--- src/rtl/mem_arbiter_if.sv ---
// mem_arbiter_if: bundle of the two master request ports and the memory port.
// slave  - the arbiter's view (takes requests, drives grants and memory strobes).
// master - the environment's view (masters plus memory).
interface mem_arbiter_if #(
  parameter int unsigned WIDTH = 32
);
  logic             m0_req_i;
  logic             m1_req_i;
  logic             m0_we_i;
  logic             m1_we_i;
  logic [WIDTH-1:0] m0_addr_i;
  logic [WIDTH-1:0] m1_addr_i;
  logic [WIDTH-1:0] m0_wdata_i;
  logic [WIDTH-1:0] m1_wdata_i;
  logic             m1_lock_i;
  logic             m0_gnt_o;
  logic             m1_gnt_o;
  logic             m0_rvalid_o;
  logic             m1_rvalid_o;
  logic [WIDTH-1:0] m0_rdata_o;
  logic [WIDTH-1:0] m1_rdata_o;
  logic             memread_o;
  logic             memwrite_o;
  logic [WIDTH-1:0] memaddr_o;
  logic [WIDTH-1:0] memwdata_o;
  logic [WIDTH-1:0] memrdata_i;

  modport slave (
    input  m0_req_i, m1_req_i, m0_we_i, m1_we_i, m0_addr_i, m1_addr_i,
    input  m0_wdata_i, m1_wdata_i, m1_lock_i, memrdata_i,
    output m0_gnt_o, m1_gnt_o, m0_rvalid_o, m1_rvalid_o, m0_rdata_o, m1_rdata_o,
    output memread_o, memwrite_o, memaddr_o, memwdata_o
  );

  modport master (
    output m0_req_i, m1_req_i, m0_we_i, m1_we_i, m0_addr_i, m1_addr_i,
    output m0_wdata_i, m1_wdata_i, m1_lock_i, memrdata_i,
    input  m0_gnt_o, m1_gnt_o, m0_rvalid_o, m1_rvalid_o, m0_rdata_o, m1_rdata_o,
    input  memread_o, memwrite_o, memaddr_o, memwdata_o
  );
endinterface

--- src/rtl/mem_arbiter.sv ---
// mem_arbiter: two-master arbiter in front of a single-port synchronous memory.
// Master 0 is the core, master 1 a DMA/blitter that may lock the bus for bursts of
// up to MAX_BURST transfers, after which the core gets precedence.
// Optional feature: define MEM_ARB_RR_EN to resolve simultaneous requests round-robin;
// without it master 0 wins every tie and no last-served pointer exists.
module mem_arbiter #(
  parameter int unsigned WIDTH     = 32,
  parameter int unsigned MAX_BURST = 8
) (
  input logic          clk,
  input logic          rst,
  mem_arbiter_if.slave io_bus
);

  localparam logic [7:0] BurstMax = 8'(MAX_BURST);

  typedef enum logic [1:0] {StIdle, StOwn0, StOwn1} state_e;

  state_e           r_state;
  state_e           w_state_next;
  logic [7:0]       r_burst;
  logic [7:0]       w_burst_next;
  logic [7:0]       w_burst_inc;
  logic             w_gnt0;
  logic             w_gnt1;
  logic             w_tie_m0;
  logic             r_rvalid0;
  logic             r_rvalid1;
  logic [WIDTH-1:0] r_rdata0;
  logic [WIDTH-1:0] r_rdata1;

  // A grant is simply "owner is still requesting"; a dropped request is a cancel.
  assign w_gnt0 = (r_state == StOwn0) & io_bus.m0_req_i;
  assign w_gnt1 = (r_state == StOwn1) & io_bus.m1_req_i;

`ifdef MEM_ARB_RR_EN
  logic r_last;  // 1 = master 1 served most recently
  logic w_last;

  // The grant of this cycle already counts as "last served" for the next decision.
  assign w_last   = w_gnt0 ? 1'b0 : (w_gnt1 ? 1'b1 : r_last);
  assign w_tie_m0 = w_last;

  // Last-served pointer, reset so master 0 wins the first tie
  always_ff @(posedge clk or negedge rst) begin
    if (!rst) r_last <= 1'b1;
    else      r_last <= w_last;
  end
`else
  assign w_tie_m0 = 1'b1;
`endif

  // Ownership register and burst counter
  always_ff @(posedge clk or negedge rst) begin
    if (!rst) begin
      r_state <= StIdle;
      r_burst <= '0;
    end else begin
      r_state <= w_state_next;
      r_burst <= w_burst_next;
    end
  end

  // Next owner: arbitrate every cycle unless a locked burst is still below its limit
  always_comb begin
    w_burst_inc  = r_burst + 8'd1;
    w_burst_next = '0;
    if (io_bus.m0_req_i && (!io_bus.m1_req_i || w_tie_m0)) begin
      w_state_next = StOwn0;
    end else if (io_bus.m1_req_i) begin
      w_state_next = StOwn1;
    end else begin
      w_state_next = StIdle;
    end
    if (w_gnt1 && io_bus.m1_lock_i) begin
      if (w_burst_inc != BurstMax) begin
        w_state_next = StOwn1;
        w_burst_next = w_burst_inc;
      end else begin
        // Burst limit: core first if it is waiting; m1 is known to be requesting
        w_state_next = io_bus.m0_req_i ? StOwn0 : StOwn1;
      end
    end
  end

  // Memory strobes and bus mux from the granted master, all zero otherwise
  always_comb begin
    io_bus.memread_o  = 1'b0;
    io_bus.memwrite_o = 1'b0;
    io_bus.memaddr_o  = '0;
    io_bus.memwdata_o = '0;
    if (w_gnt0) begin
      io_bus.memread_o  = ~io_bus.m0_we_i;
      io_bus.memwrite_o = io_bus.m0_we_i;
      io_bus.memaddr_o  = io_bus.m0_addr_i;
      io_bus.memwdata_o = io_bus.m0_wdata_i;
    end else if (w_gnt1) begin
      io_bus.memread_o  = ~io_bus.m1_we_i;
      io_bus.memwrite_o = io_bus.m1_we_i;
      io_bus.memaddr_o  = io_bus.m1_addr_i;
      io_bus.memwdata_o = io_bus.m1_wdata_i;
    end
  end

  // Read response tracking; the held copy keeps rdata stable between responses
  always_ff @(posedge clk or negedge rst) begin
    if (!rst) begin
      r_rvalid0 <= 1'b0;
      r_rvalid1 <= 1'b0;
      r_rdata0  <= '0;
      r_rdata1  <= '0;
    end else begin
      r_rvalid0 <= w_gnt0 & ~io_bus.m0_we_i;
      r_rvalid1 <= w_gnt1 & ~io_bus.m1_we_i;
      if (r_rvalid0) r_rdata0 <= io_bus.memrdata_i;
      if (r_rvalid1) r_rdata1 <= io_bus.memrdata_i;
    end
  end

  assign io_bus.m0_gnt_o    = w_gnt0;
  assign io_bus.m1_gnt_o    = w_gnt1;
  assign io_bus.m0_rvalid_o = r_rvalid0;
  assign io_bus.m1_rvalid_o = r_rvalid1;
  // Memory data arrives in the rvalid cycle itself, so it is passed through then
  assign io_bus.m0_rdata_o  = r_rvalid0 ? io_bus.memrdata_i : r_rdata0;
  assign io_bus.m1_rdata_o  = r_rvalid1 ? io_bus.memrdata_i : r_rdata1;

endmodule
--- src/flat_wrapper.sv ---
// flat-port wrapper written by rule: the top's interface ports become plain ports
module mem_arbiter_flat 
#(
  parameter int unsigned WIDTH     = 32,
  parameter int unsigned MAX_BURST = 8
)
  (clk, rst, io_bus_m0_req_i, io_bus_m1_req_i, io_bus_m0_we_i, io_bus_m1_we_i, io_bus_m0_addr_i, io_bus_m1_addr_i, io_bus_m0_wdata_i, io_bus_m1_wdata_i, io_bus_m1_lock_i, io_bus_memrdata_i, io_bus_m0_gnt_o, io_bus_m1_gnt_o, io_bus_m0_rvalid_o, io_bus_m1_rvalid_o, io_bus_m0_rdata_o, io_bus_m1_rdata_o, io_bus_memread_o, io_bus_memwrite_o, io_bus_memaddr_o, io_bus_memwdata_o);
  mem_arbiter_if #(.WIDTH(WIDTH)) io_bus_i ();
  input logic clk;
  input logic rst;
  input wire logic [$bits(io_bus_i.m0_req_i)-1:0] io_bus_m0_req_i;
  input wire logic [$bits(io_bus_i.m1_req_i)-1:0] io_bus_m1_req_i;
  input wire logic [$bits(io_bus_i.m0_we_i)-1:0] io_bus_m0_we_i;
  input wire logic [$bits(io_bus_i.m1_we_i)-1:0] io_bus_m1_we_i;
  input wire logic [$bits(io_bus_i.m0_addr_i)-1:0] io_bus_m0_addr_i;
  input wire logic [$bits(io_bus_i.m1_addr_i)-1:0] io_bus_m1_addr_i;
  input wire logic [$bits(io_bus_i.m0_wdata_i)-1:0] io_bus_m0_wdata_i;
  input wire logic [$bits(io_bus_i.m1_wdata_i)-1:0] io_bus_m1_wdata_i;
  input wire logic [$bits(io_bus_i.m1_lock_i)-1:0] io_bus_m1_lock_i;
  input wire logic [$bits(io_bus_i.memrdata_i)-1:0] io_bus_memrdata_i;
  output wire logic [$bits(io_bus_i.m0_gnt_o)-1:0] io_bus_m0_gnt_o;
  output wire logic [$bits(io_bus_i.m1_gnt_o)-1:0] io_bus_m1_gnt_o;
  output wire logic [$bits(io_bus_i.m0_rvalid_o)-1:0] io_bus_m0_rvalid_o;
  output wire logic [$bits(io_bus_i.m1_rvalid_o)-1:0] io_bus_m1_rvalid_o;
  output wire logic [$bits(io_bus_i.m0_rdata_o)-1:0] io_bus_m0_rdata_o;
  output wire logic [$bits(io_bus_i.m1_rdata_o)-1:0] io_bus_m1_rdata_o;
  output wire logic [$bits(io_bus_i.memread_o)-1:0] io_bus_memread_o;
  output wire logic [$bits(io_bus_i.memwrite_o)-1:0] io_bus_memwrite_o;
  output wire logic [$bits(io_bus_i.memaddr_o)-1:0] io_bus_memaddr_o;
  output wire logic [$bits(io_bus_i.memwdata_o)-1:0] io_bus_memwdata_o;
  assign io_bus_i.m0_req_i = io_bus_m0_req_i;
  assign io_bus_i.m1_req_i = io_bus_m1_req_i;
  assign io_bus_i.m0_we_i = io_bus_m0_we_i;
  assign io_bus_i.m1_we_i = io_bus_m1_we_i;
  assign io_bus_i.m0_addr_i = io_bus_m0_addr_i;
  assign io_bus_i.m1_addr_i = io_bus_m1_addr_i;
  assign io_bus_i.m0_wdata_i = io_bus_m0_wdata_i;
  assign io_bus_i.m1_wdata_i = io_bus_m1_wdata_i;
  assign io_bus_i.m1_lock_i = io_bus_m1_lock_i;
  assign io_bus_i.memrdata_i = io_bus_memrdata_i;
  assign io_bus_m0_gnt_o = io_bus_i.m0_gnt_o;
  assign io_bus_m1_gnt_o = io_bus_i.m1_gnt_o;
  assign io_bus_m0_rvalid_o = io_bus_i.m0_rvalid_o;
  assign io_bus_m1_rvalid_o = io_bus_i.m1_rvalid_o;
  assign io_bus_m0_rdata_o = io_bus_i.m0_rdata_o;
  assign io_bus_m1_rdata_o = io_bus_i.m1_rdata_o;
  assign io_bus_memread_o = io_bus_i.memread_o;
  assign io_bus_memwrite_o = io_bus_i.memwrite_o;
  assign io_bus_memaddr_o = io_bus_i.memaddr_o;
  assign io_bus_memwdata_o = io_bus_i.memwdata_o;
  mem_arbiter #(.WIDTH(WIDTH), .MAX_BURST(MAX_BURST)) u_core (.clk(clk), .rst(rst), .io_bus(io_bus_i));
endmodule
--- config.mk ---
export PLATFORM = sky130hd
export DESIGN_NAME = mem_arbiter_flat
export DESIGN_NICKNAME = d
export VERILOG_FILES = /design/src/rtl/mem_arbiter_if.sv /design/src/rtl/mem_arbiter.sv /design/src/flat_wrapper.sv
export SDC_FILE = /design/constraint.sdc
export NUM_CORES = 1
export LEC_CHECK = 0
export ABC_AREA = 1
export CORE_AREA = 2 2 118 120
export DETAILED_ROUTE_END_ITERATION = 10
export DIE_AREA = 0 0 120 122
export GPL_ROUTABILITY_DRIVEN = 0
export GPL_TIMING_DRIVEN = 0
export PLACE_DENSITY = 0.7
export SLEW_MARGIN = 5
export SYNTH_ARGS = -nofsm -noshare
export SYNTH_HDL_FRONTEND = slang
export SYNTH_SLANG_ARGS = --single-unit
--- constraint.sdc ---
create_clock -name clk -period 2.7 [get_ports clk]
set_clock_uncertainty 0.05 [all_clocks]
set_input_delay 0.54 -clock clk [delete_from_list [all_inputs] [get_ports clk]]
set_output_delay 0.54 -clock clk [all_outputs]
set_load 0.1 [all_outputs]
==> impl_metrics.json <==
{
  "status": "finished clean",
  "dieHeight_um": 122,
  "critPathMaxStageDelay_ns": 0.87,
  "synthArstFlopShare": 1.00,
  "antenna_found_initial": 1,
  "worst-path-max-fanout": 2,
  "required_ns": 2.11,
  "cts-root-buf": "clkbuf_16",
  "cts.htree.levels": 3,
  "port_buffers": 300,
  "wire_per_inst_um": 19.3,
  "critical-path-top-delay-family": "buffers and inverters",
  "r2r-start": "u_core.r_burst[0]",
  "cts_buffer_depth": 2,
  "dpl.hpwl_um": 12600,
  "synth.area.top_cells": "dfrtp_1 52%, mux2_2 19%, a22o_1 15%",
  "avgSynthCellArea_sq_um": 12.4,
  "slew-limit-headroom": 0.319,
  "die_x_um": 120,
  "wl_um": 15300,
  "endpoint_kind": "primary output",
  "peakVddDrop_uv": 304,
  "yosys_warnings": 0,
  "initial_utilization": 0.270,
  "drc": 0,
  "finalCritPeriodShare": 0.974,
  "drv_cap": 0,
  "crit_slowest_cell": "dlygate4sd2_1",
  "cp.arrival_ns": 2.04,
  "p_total_mw": 6.08,
  "overflow": 0,
  "cp_cell_sequence": "clkdlybuf4s50_1, mux2_2, dlygate4sd2_1",
  "synth_edf_count": 0,
  "dieArea_sq_um": 14600,
  "area_delta_synth_final_pct": 99.4,
  "tns_ns": 0,
  "power_density_nw_per_um2": 835,
  "crit_type": "in2out",
  "critPathBufInv": 2,
  "startpoint_type": "primary input",
  "synth_top_area_share": 0.521,
  "syn-instance-count": 294,
  "finish.net_count": 776,
  "placed_area_sq_um": 6910,
  "grt_max_degree": 51,
  "drive_gt1_frac": 0.431,
  "ioPinCount": 301,
  "drv_slew": 0,
  "syn_area_sq_um": 3650,
  "yosysSeqAreaShare": 0.521,
  "leakage_nw": 3.28,
  "drtAntennaViolNets": 0,
  "setup_violations": 0,
  "grt_usage": 0.200,
  "grt_pass1_vias": 3838,
  "drt-pass1-iter-count": 4,
  "ys.flop_type": "dfrtp_1",
  "rows": 43,
  "hold_viol_final": 0,
  "syn_nets": 462,
  "routed-via-count": 3650,
  "cts_tree": "done",
  "drt_iter0_drc": 112,
  "yosysTopAreaCell": "dfrtp_1",
  "clock_sinks": 76,
  "grt_pass1_wl_um": 21700,
  "routed_via_density": 4.59,
  "clk_latency_ns": 0.33,
  "path_clk_slew_ns": 0.06,
  "fin_area_sq_um": 7280,
  "cts_buffers": 9,
  "rsz0062_at_grt": "false",
  "timing.final.crit_period_ns": 2.63,
  "coreArea_sq_um": 13500,
  "holdBufCountCts": 0,
  "worst_pin_slew_ns": 1.02,
  "min_path_type": "in2async",
  "yosysUniqueCellTypes": 26,
  "synth-seq-cells": 76,
  "fmax_mhz": 380,
  "critPathLaunch": "io_bus_memrdata_i[31]"
}
==> synthesized netlist by cell type, types with 2 or more instances <==
| master | instances |
|---|---|
| dfrtp_1 | 76 |
| nor2_2 | 2 |
| mux2_1 | 4 |
| nand4_1 | 2 |
| inv_1 | 10 |
| mux2_2 | 60 |
| nor2_1 | 12 |
| a22o_1 | 64 |
| inv_2 | 3 |
| nand3_1 | 3 |
| nand2_2 | 4 |
| a21oi_1 | 4 |
| nand3_2 | 3 |
| clkbuf_1 | 4 |
| buf_2 | 18 |
| nand2_1 | 15 |
==> cell type report <==
cell class / count / area, sq um
Inverter: 13 / 52.6
Multi-Input combinational cell: 183 / 1690
Tap cell: 180 / 225
Clock inverter: 3 / 42.5
Fill cell: 1213 / 6220
Timing Repair Buffer: 303 / 2920
Antenna cell: 2 / 5.00
Clock buffer: 13 / 280
Sequential cell: 76 / 1900
Buffer: 22 / 158
==> power breakdown <==
group,internal (mW),switching [mW],leakage [nW],total [mW]
Clock,0.814,0.437,0.158,1.25
Sequential,1.38,0.0589,0.934,1.44
Combinational,0.748,2.65,2.19,3.40
==> worst paths after layout <==
| check | to | slack (ns) | cells past startpoint |
|---|---|---|---|
| setup / recovery | io_bus_m1_rdata_o[31] | 0.07 | 3 |
| hold / removal | u_core.r_rdata1[3] | 0.08 | 1 |
| setup reg to reg | u_core.r_burst[0] | 1.14 | 8 |
| hold reg to reg | u_core.r_rdata1[18] | 0.44 | 1 |
| max in group asynchronous | u_core.r_burst[1] | 1.97 | 2 |
| min in group clk | u_core.r_rdata1[18] | 0.44 | 1 |
==> kinds of logic (layout without fill, tap and decap cells) <==
family / Yosys count / count (layout) / synth area share
AO/OA/AOI/OAI: 73 / 73 / 0.170
XOR/XNOR: 1 / 1 / 0.00446
adder cells (fa/ha/maj): 1 / 1 / 0.00343
buffers and inverters: 35 / 354 / 0.0422
flip-flops: 76 / 76 / 0.521
multiplexers: 64 / 64 / 0.197
other: 0 / 2 / 0
AND/OR/NAND/NOR: 44 / 44 / 0.0617
==> per-layer routing <==
| layer | vias up | GRT usage | part of all wire |
|---|---|---|---|
| li1 | 1712 | - | - |
| met1 | 1747 | 0.195 | 0.34 |
| met2 | 160 | 0.379 | 0.55 |
| met3 | 31 | 0.0581 | 0.079 |
| met4 | 0 | 0.104 | 0.036 |
| met5 | - | 0 | 0 |
==> sequential cells by signal, indices dropped and copies added (netlist names) <==
name / count
u_core.r_state: 2
u_core.r_burst: 8
u_core.io_bus.m0_rvalid_o: 1
u_core.io_bus.m1_rvalid_o: 1
u_core.r_rdata1: 32
u_core.r_rdata0: 32
==> stage by stage <==
step                hold WS [ns]  std cells  setup slack (ns)   util
global route              0.0844        793           0.00751  0.539
detailed placement         0.435        775             -1.28  0.512
CTS                       0.0767        793         0.0000975  0.531
floorplan                  0.194        294            -0.152      -
finish                    0.0752        795            0.0711  0.539
global placement           0.415        774             -1.48  0.510
==> layout by cell type (no fill, tap or decap), types with 2 or more instances in the layout <==
master and n:
nand2_2 4, inv_1 8, nor2_4 2, clkbuf_2 2, nor2_1 11, clkbuf_1 2, clkinvlp_4 2, a22o_1 56
buf_2 68, inv_2 4, clkdlybuf4s50_1 166, clkbuf_8 4, nand2_1 15, clkbuf_16 9, nand4_1 2, buf_8 4
nand3_2 4, buf_12 16, nand3_1 2, a22o_4 8, a21oi_1 3, buf_6 39, a21oi_2 2, mux2_2 64
buf_4 21, dlygate4sd2_1 4, nor2_2 2, dfrtp_1 76, diode_2 2
==> what timing repair did <==
item,in CTS,in global routing
pin swaps,6,1
buffers inserted,1,0
setup endpoints to repair,132,75
cloned,1,0
gates resized for setup,773,62
Power figures use the tool's default switching activity.
